<file path="src/rtl/gf8_pow_seq.sv">
// GF(2^8) exponentiation sequencer: out = base^exp by left-to-right square-and-multiply,
// time-sharing one combinational multiplier reduced by x^8+x^4+x^3+x+1 (0x11B).
module gf8_pow_seq #(
    parameter int EW = 8
) (
    input  logic          clk,
    input  logic          rst_n,
    input  logic          in_valid,
    output logic          in_ready,
    input  logic [7:0]    in_base,
    input  logic [EW-1:0] in_exp,
    output logic          out_valid,
    input  logic          out_ready,
    output logic [7:0]    out_data,
    output logic          busy
);

    localparam int IW = (EW > 1) ? $clog2(EW) : 1;

    // Handshake: a transfer happens on a rising edge where valid and ready are both high.
    // The requester holds in_valid and in_base/in_exp until in_ready; the result stays
    // on out_data with out_valid high until the edge where out_ready is seen.

    typedef enum logic [1:0] {
        IDLE = 2'd0,
        SQR  = 2'd1,
        MUL  = 2'd2,
        DONE = 2'd3
    } state_t;

    state_t        state_q;
    logic [7:0]    acc_q;
    logic [7:0]    base_q;
    logic [EW-1:0] exp_q;
    logic [IW-1:0] idx_q;

    logic [7:0]    mul_b;
    logic [7:0]    prod_d;

    // Carry-less 8x8 product followed by reduction from the top bit down.
    function automatic logic [7:0] gf_mul(input logic [7:0] a, input logic [7:0] b);
        logic [14:0] p;
        p = '0;
        for (int i = 0; i < 8; i++) begin
            if (b[i]) p = p ^ ({7'b0, a} << i);
        end
        for (int k = 14; k >= 8; k--) begin
            if (p[k]) p = p ^ (15'h011B << (k - 8));
        end
        return p[7:0];
    endfunction

    assign mul_b  = (state_q == MUL) ? base_q : acc_q;
    assign prod_d = gf_mul(acc_q, mul_b);

    assign in_ready  = (state_q == IDLE);
    assign out_valid = (state_q == DONE);
    assign busy      = (state_q != IDLE);
    assign out_data  = acc_q;

    always_ff @(posedge clk or negedge rst_n) begin
        if (!rst_n) begin
            state_q <= IDLE;
            acc_q   <= '0;
            base_q  <= '0;
            exp_q   <= '0;
            idx_q   <= '0;
        end else begin
            case (state_q)
                IDLE: begin
                    if (in_valid) begin
                        base_q  <= in_base;
                        exp_q   <= in_exp;
                        acc_q   <= 8'h01;
                        idx_q   <= IW'(EW - 1);
                        state_q <= SQR;
                    end
                end
                SQR: begin
                    acc_q <= prod_d;
                    // idx is only consumed by MUL when the bit is set, so it is held here
                    if (exp_q[idx_q]) begin
                        state_q <= MUL;
                    end else if (idx_q == '0) begin
                        state_q <= DONE;
                    end else begin
                        idx_q <= idx_q - IW'(1);
                    end
                end
                MUL: begin
                    acc_q <= prod_d;
                    if (idx_q == '0) begin
                        state_q <= DONE;
                    end else begin
                        idx_q   <= idx_q - IW'(1);
                        state_q <= SQR;
                    end
                end
                DONE: begin
                    if (out_ready) state_q <= IDLE;
                end
                default: state_q <= IDLE;
            endcase
        end
    end

endmodule
</file>
<file path="config.mk">
export PLATFORM = sky130hd
export DESIGN_NAME = gf8_pow_seq
export DESIGN_NICKNAME = d
export VERILOG_FILES = /design/src/rtl/gf8_pow_seq.sv
export SDC_FILE = /design/constraint.sdc
export NUM_CORES = 1
export LEC_CHECK = 0
export BUFFER_PORTS_ARGS = -buffer_cell sky130_fd_sc_hd__buf_2
export CORE_ASPECT_RATIO = 1.2
export CORE_UTILIZATION = 44
export CTS_BUF_LIST = sky130_fd_sc_hd__clkbuf_8
export DETAILED_ROUTE_END_ITERATION = 8
export HOLD_SLACK_MARGIN = 0.12
export PLACE_DENSITY_LB_ADDON = 0.25
export SETUP_SLACK_MARGIN = 0.02
export SLEW_MARGIN = 20
export SYNTH_ARGS = -nofsm -noshare
export SYNTH_HDL_FRONTEND = slang
export SYNTH_SLANG_ARGS = --single-unit
</file>
<file path="constraint.sdc">
create_clock -name clk -period 3.03 [get_ports clk]
set_input_delay 0.1515 -clock clk [delete_from_list [all_inputs] [get_ports clk]]
set_output_delay 0.1515 -clock clk [all_outputs]
set_load 0.02 [all_outputs]
</file>
After elaboration in Yosys (flattened, before gate mapping). Cells that the tools add are included.

Magnitude comparators: 1. Bitwise logic cells: 14. Multiply operators: 0. Multiplexer cells: 30. Reductions and logical operators: 10. Equal/unequal tests: 7. Shifts and indexed selects: 0. Divide/modulo/power cells: 0. $add $sub $neg: 1.

Operator list (number): 2-to-1 mux 15 bit (7); 2-to-1 mux 8 bit (4); NOT 4 bit (7); case mux 8 bit (2 select lines) (1); XOR 15 x 10 -> 15 bit (1); XOR 15 x 11 -> 15 bit (1); XOR 15 x 12 -> 15 bit (1); XOR 15 x 13 -> 15 bit (1); XOR 15 x 14 -> 15 bit (1); XOR 15 bit (1); 2-to-1 mux 11 bit (1); 2-to-1 mux 10 bit (1); 2-to-1 mux 2 bit (5); 2-to-1 mux 3 bit (3); 2-to-1 mux 9 bit (1); case mux 3 bit (3 select lines) (1); XOR 8 x 9 -> 9 bit (1); case mux 2 bit (4 select lines) (1); 2-to-1 mux 7 bit (1); 2-to-1 mux 6 bit (1); AND reduction 3 bit (2); 2-to-1 mux 5 bit (1); equality test 2 bit, second input constant (2); less-than comparator 3 x 4 -> 1 bit, second input constant (1); 13 further kinds (16).

Logic and storage cells: 68. Memory bits (writable): 0. Bits in read-only memories: 0. Memories kept: 0. Bits in latches: 0. Flip-flop bits (word level): 29.

Logic depth before layout (Yosys ltp).
Depth in word-level cells: 32. Gate-level depth with buffers: 13. Gate-level depth less buffers: 10.

Worst setup path after synthesis. Ideal clock, no wire load.

Path kind: register to register. Start: register state_q[0]. End: register acc_q[0] (netlist: out_data[0]). Data required time: 2.909 ns. Data arrival time: 2.466 ns. Path slack: 0.443 ns. Cell stages (with the launch flop): 12. Cell sequence: dfrtp_1 > inv_1 > ha_1 > buf_6 > mux2_4 > nand2_1 > xnor2_1 > xnor3_1 > xnor3_2 > a211oi_2 > a31oi_1 > o22a_1.

Longest elaborated chain between the ends: 26.

Ends and longest elaborated chain: start: declaration (RTL line 31) `state_t state_q;`; start signal: assignment (RTL line 63) `state_q <= IDLE;`; start signal: assignment (RTL line 76) `state_q <= SQR;`; start signal: assignment (RTL line 83) `state_q <= MUL;`; equality test 2 bit (RTL line 53, 69); 2-to-1 mux 8 bit (RTL line 53) `assign mul_b = (state_q == MUL) ? base_q : acc_q;`; 2-to-1 mux 8 bit (RTL line 45) `if (b[i]) p = p ^ ({7'b0, a} << i);`; XOR 8 x 9 -> 9 bit (RTL line 45); 2-to-1 mux 15 bit (RTL line 45); XOR 15 x 10 -> 15 bit (RTL line 45); 2-to-1 mux 15 bit (RTL line 45); XOR 15 x 11 -> 15 bit (RTL line 45); (+10 left out); 2-to-1 mux 10 bit (RTL line 48) `if (p[k]) p = p ^ (15'h011B << (k - 8));`; 2-to-1 mux 9 bit (RTL line 48); 2-to-1 mux 8 bit (RTL line 48); 2-to-1 mux 7 bit (RTL line 48); 2-to-1 mux 6 bit (RTL line 48); NOT 4 bit (no line); 2-to-1 mux 5 bit (RTL line 48); case mux 8 bit (2 select lines) (RTL line 69) `case (state_q)`; end signal: assignment (RTL line 80) `acc_q <= prod_d;`; end signal: assignment (RTL line 91) `acc_q <= prod_d;`; end: declaration (RTL line 32) `logic [7:0] acc_q;`.

Several ways; a longest one is shown, not always the timed one. A chain may end at the register's enable or synchronous reset.

Worst setup path in the final report.
Start: register state_q[0]. End: register acc_q[4] (netlist: out_data[4]).

Longest elaborated chain between the ends: 29.

Ends and longest elaborated chain (RTL line): equality test 2 bit (53, 69); 2-to-1 mux 8 bit (53); 2-to-1 mux 8 bit (45); XOR 8 x 9 -> 9 bit (45); 2-to-1 mux 15 bit (45); XOR 15 x 10 -> 15 bit (45); 2-to-1 mux 15 bit (45); XOR 15 x 11 -> 15 bit (45); (+13 left out); NOT 4 bit (no line); 2-to-1 mux 8 bit (48); 2-to-1 mux 7 bit (48); NOT 4 bit (no line); 2-to-1 mux 6 bit (48); NOT 4 bit (no line); 2-to-1 mux 5 bit (48); case mux 8 bit (2 select lines) (69).

Several ways; a longest one is shown, not always the timed one.

==> metrics.md <==
| Metric | Value |
|---|---|
| WL per Instance | 15.4 um |
| FF-to-FF setup slack | 150 ps |
| Worst path required time | 3190 ps |
| Number of synthesized flops with an enable pin | 0 |
| Clock Tree Buf Depth | 2 |
| Worst slew margin | 48.9% |
| Largest area contributor in the netlist | dfrtp_1 |
| CTS tree | done |
| Crit. End Element | flop |
| Crit path cell chain | inv_1 > ha_2 > buf_12 > mux2_1 > nand2_1 > xor2_1 > xnor2_2 > xnor3_1 > xnor2_1 > xnor2_1 > o21ai_1 |
| Total Routed Length | 6870 um |
| Core Box Area | 6010 um2 |
| Sequential area share after synthesis | 26.5% |
| DP Wirelength | 4720 um |
| IO buf count | 30 |
| Starting Density | 45.6% |
| Max Cap Viol | 0 |
| FMAX | 0.347 GHz |
| Hold EP | state_q[1] |
| Synth area leaders | dfrtp_1 26%, xnor2_1 12%, nand2_1 8.9%, mux2_2 7.4%, xor2_1 5.4% |
| Synthesized area | 2740 um2 |
| Reg2Reg Depth | 11 |
| Die W | 74.1 um |
| Delay-heaviest family, CP | XOR/XNOR gates |
| Nets | 388 |
| Post-synth top flop | dfrtp_1 |
| Setup bufs post-CTS | 0 |
| CP max-delay cell | xnor3_1 |
| CTS root buffer | clkbuf_8 |
| Final Max Slew Viols | 0 |
| Critical path arrival | 3040 ps |
| CP peak stage delay | 470 ps |
| Worst R2R End | out_data[4] |
| Number of global-route vias before repair | 2329 |
| Commonest cells after routing, fill and taps aside | 65 x nand2_1, 38 x xnor2_1, 30 x buf_2, 29 x dfrtp_1, 18 x mux2_2 |
| Synth-to-layout area growth | 19.3% |
| Post-Synthesis Cells | 322 |
| FF-to-FF Start | state_q[0] |
| #FFs+latches synth | 29 |
| Placed Area | 2940 um2 |
| Hold path depth | 4 |
| Clock slew at the register clock pins of the worst setup and hold paths | 60 ps |
| Endpoints failing setup | 0 |
| Worst clock skew | 5.82 ps |
| Number of distinct library cells after synthesis | 51 |
| Yosys top cell area share | 26.5% |
| Crit Path Class | reg -> reg |
| Hold Path Origin | out_ready |
| Bufs and invs on worst path | 2 |
| Most frequent CP cell | xnor2_1 |
| Worst hold slack | 305 ps |
| Drt pass-1 iters | 6 |
| Worst Hold Class | in -> reg |
| GRT overflow | 0 |
| Antenna Nets Post-Route | 0 |
| CTS Sinks | 29 |
| Worst-margin pin slew | 761 ps |
| GRT Total Usage | 22.8% |
| H-tree Lvls | 2 |
| Commonest non-fill, non-tap cell in the layout | nand2_1 |
| Global-route wire length before repair | 11200 um |
| Io pins | 31 |
| Drt via density | 5.33 |
| Worst setup SP type | flop |
| Status | finished clean |
| Synth warn | 0 |
| Largest net degree at the start of global routing | 45 |
| Via Count | 2371 |
| Fin area | 3270 um2 |
| Syn avg cell area | 8.51 um2 |
| Die area | 6550 um2 |
| Drt initial violations | 211 |
| Antenna Cells | 0 |
| Layout cell share with drive strength beyond 1 | 22.3% |
| Period utilization | 95.1% |
| Clock Latency Late Sink | 280 ps |
| Num CTS Buffers | 5 |
| Setup TNS Final | 0 ps |
| Routability congestion estimate | 0.924 |
| Die Span Y | 88.5 um |
| Critical path fanouts, max | 22 |
| Num rows | 31 |
| Post-synth net total | 348 |
| Final hold vios | 0 |
| Drt drc | 0 |
| Asr flop ratio synth | 100% |
| Tmin final | 2880 ps |
| RSZ-0062 raised after global routing | no |
| Initial antenna violation count | 0 |
how the worst max path moves through the flow:
stage / startpoint / depth (start not counted) / slack, ps / end
after floorplan: state_q[0] / 11 / 440 / out_data[0]
after global placement: state_q[0] / 11 / 270 / out_data[0]
after detailed placement: state_q[0] / 11 / 180 / out_data[4]
after CTS: state_q[0] / 11 / 160 / out_data[4]
after global routing: state_q[0] / 11 / 30 / out_data[4]
final: state_q[0] / 11 / 150 / out_data[4]
Yosys cell counts, drive strengths merged, types with 2 or more instances:
cell and count:
mux4 2, dfrtp 29, nor2 5, xnor3 4
and3 2, nor3 2, a31oi 4, inv 14
o31ai 2, clkbuf 10, buf 13, a211oi 4
xnor2 39, o22a 2, mux2 21, nand4 3
o211ai 3, and2 2, a21oi 16, a22oi 2
nand3 11, mux2i 3, o21ai 24, xor2 17
nor2b 4, nand2b 4, nand2 65, ha 6
sequential cells by signal (all words and copies together) (netlist names):
register and cells:
base_q 8, exp_q 8, out_data 8, idx_q 3, state_q 2
cell type report:
cell class	instances	area (um2)
multi-input cells	256	1850
clock inverters	2	37.5
inverters	14	52.6
fillers	540	2740
clock buffers	6	82.6
repair buffers	56	418
flip-flops and latches	29	726
well taps	82	103
metal layers:
layer | part of all wire (%) | global-route usage [%] | wire length, um
met5 | 0 | 0 | 0
met2 | 52 | 39.5 | 3570
met3 | 4.8 | 2.73 | 329
met4 | 2.8 | 11.0 | 193
met1 | 40 | 27.7 | 2780
worst min-delay path, stage by stage:
cell     delay (ps)
buf_2            90
inv_1            40
a21oi_1          90
a31oi_1         170
what timing repair did:
item	4_1_cts	5_1_grt
hold endpoints to repair	45	0
hold buffers	17	0
setup endpoints to repair	0	1
resized for setup	0	2
stage by stage:
stage / worst slack, ps / util, % / cells
4_1_cts: 156 / 53.8 / 444
3_3_place_gp: 267 / 49.0 / 419
3_5_place_dp: 181 / 49.0 / 419
6_report: 149 / 54.4 / 445
5_1_grt: 30.4 / 54.4 / 445
2_1_floorplan: 443 / - / 322
kinds of logic after synthesis:
group / synth area share (%)
buffers and inverters: 6.39
xor gates and xnor gates: 21.5
muxes: 11.6
and+or+nand+nor: 15.9
DFF: 26.5
adders and majority gates: 2.74
AOI/OAI and AO/OA: 15.3
Power is not shown: default switching activity piles up to over one toggle a cycle in this logic, so the estimate is an artifact.
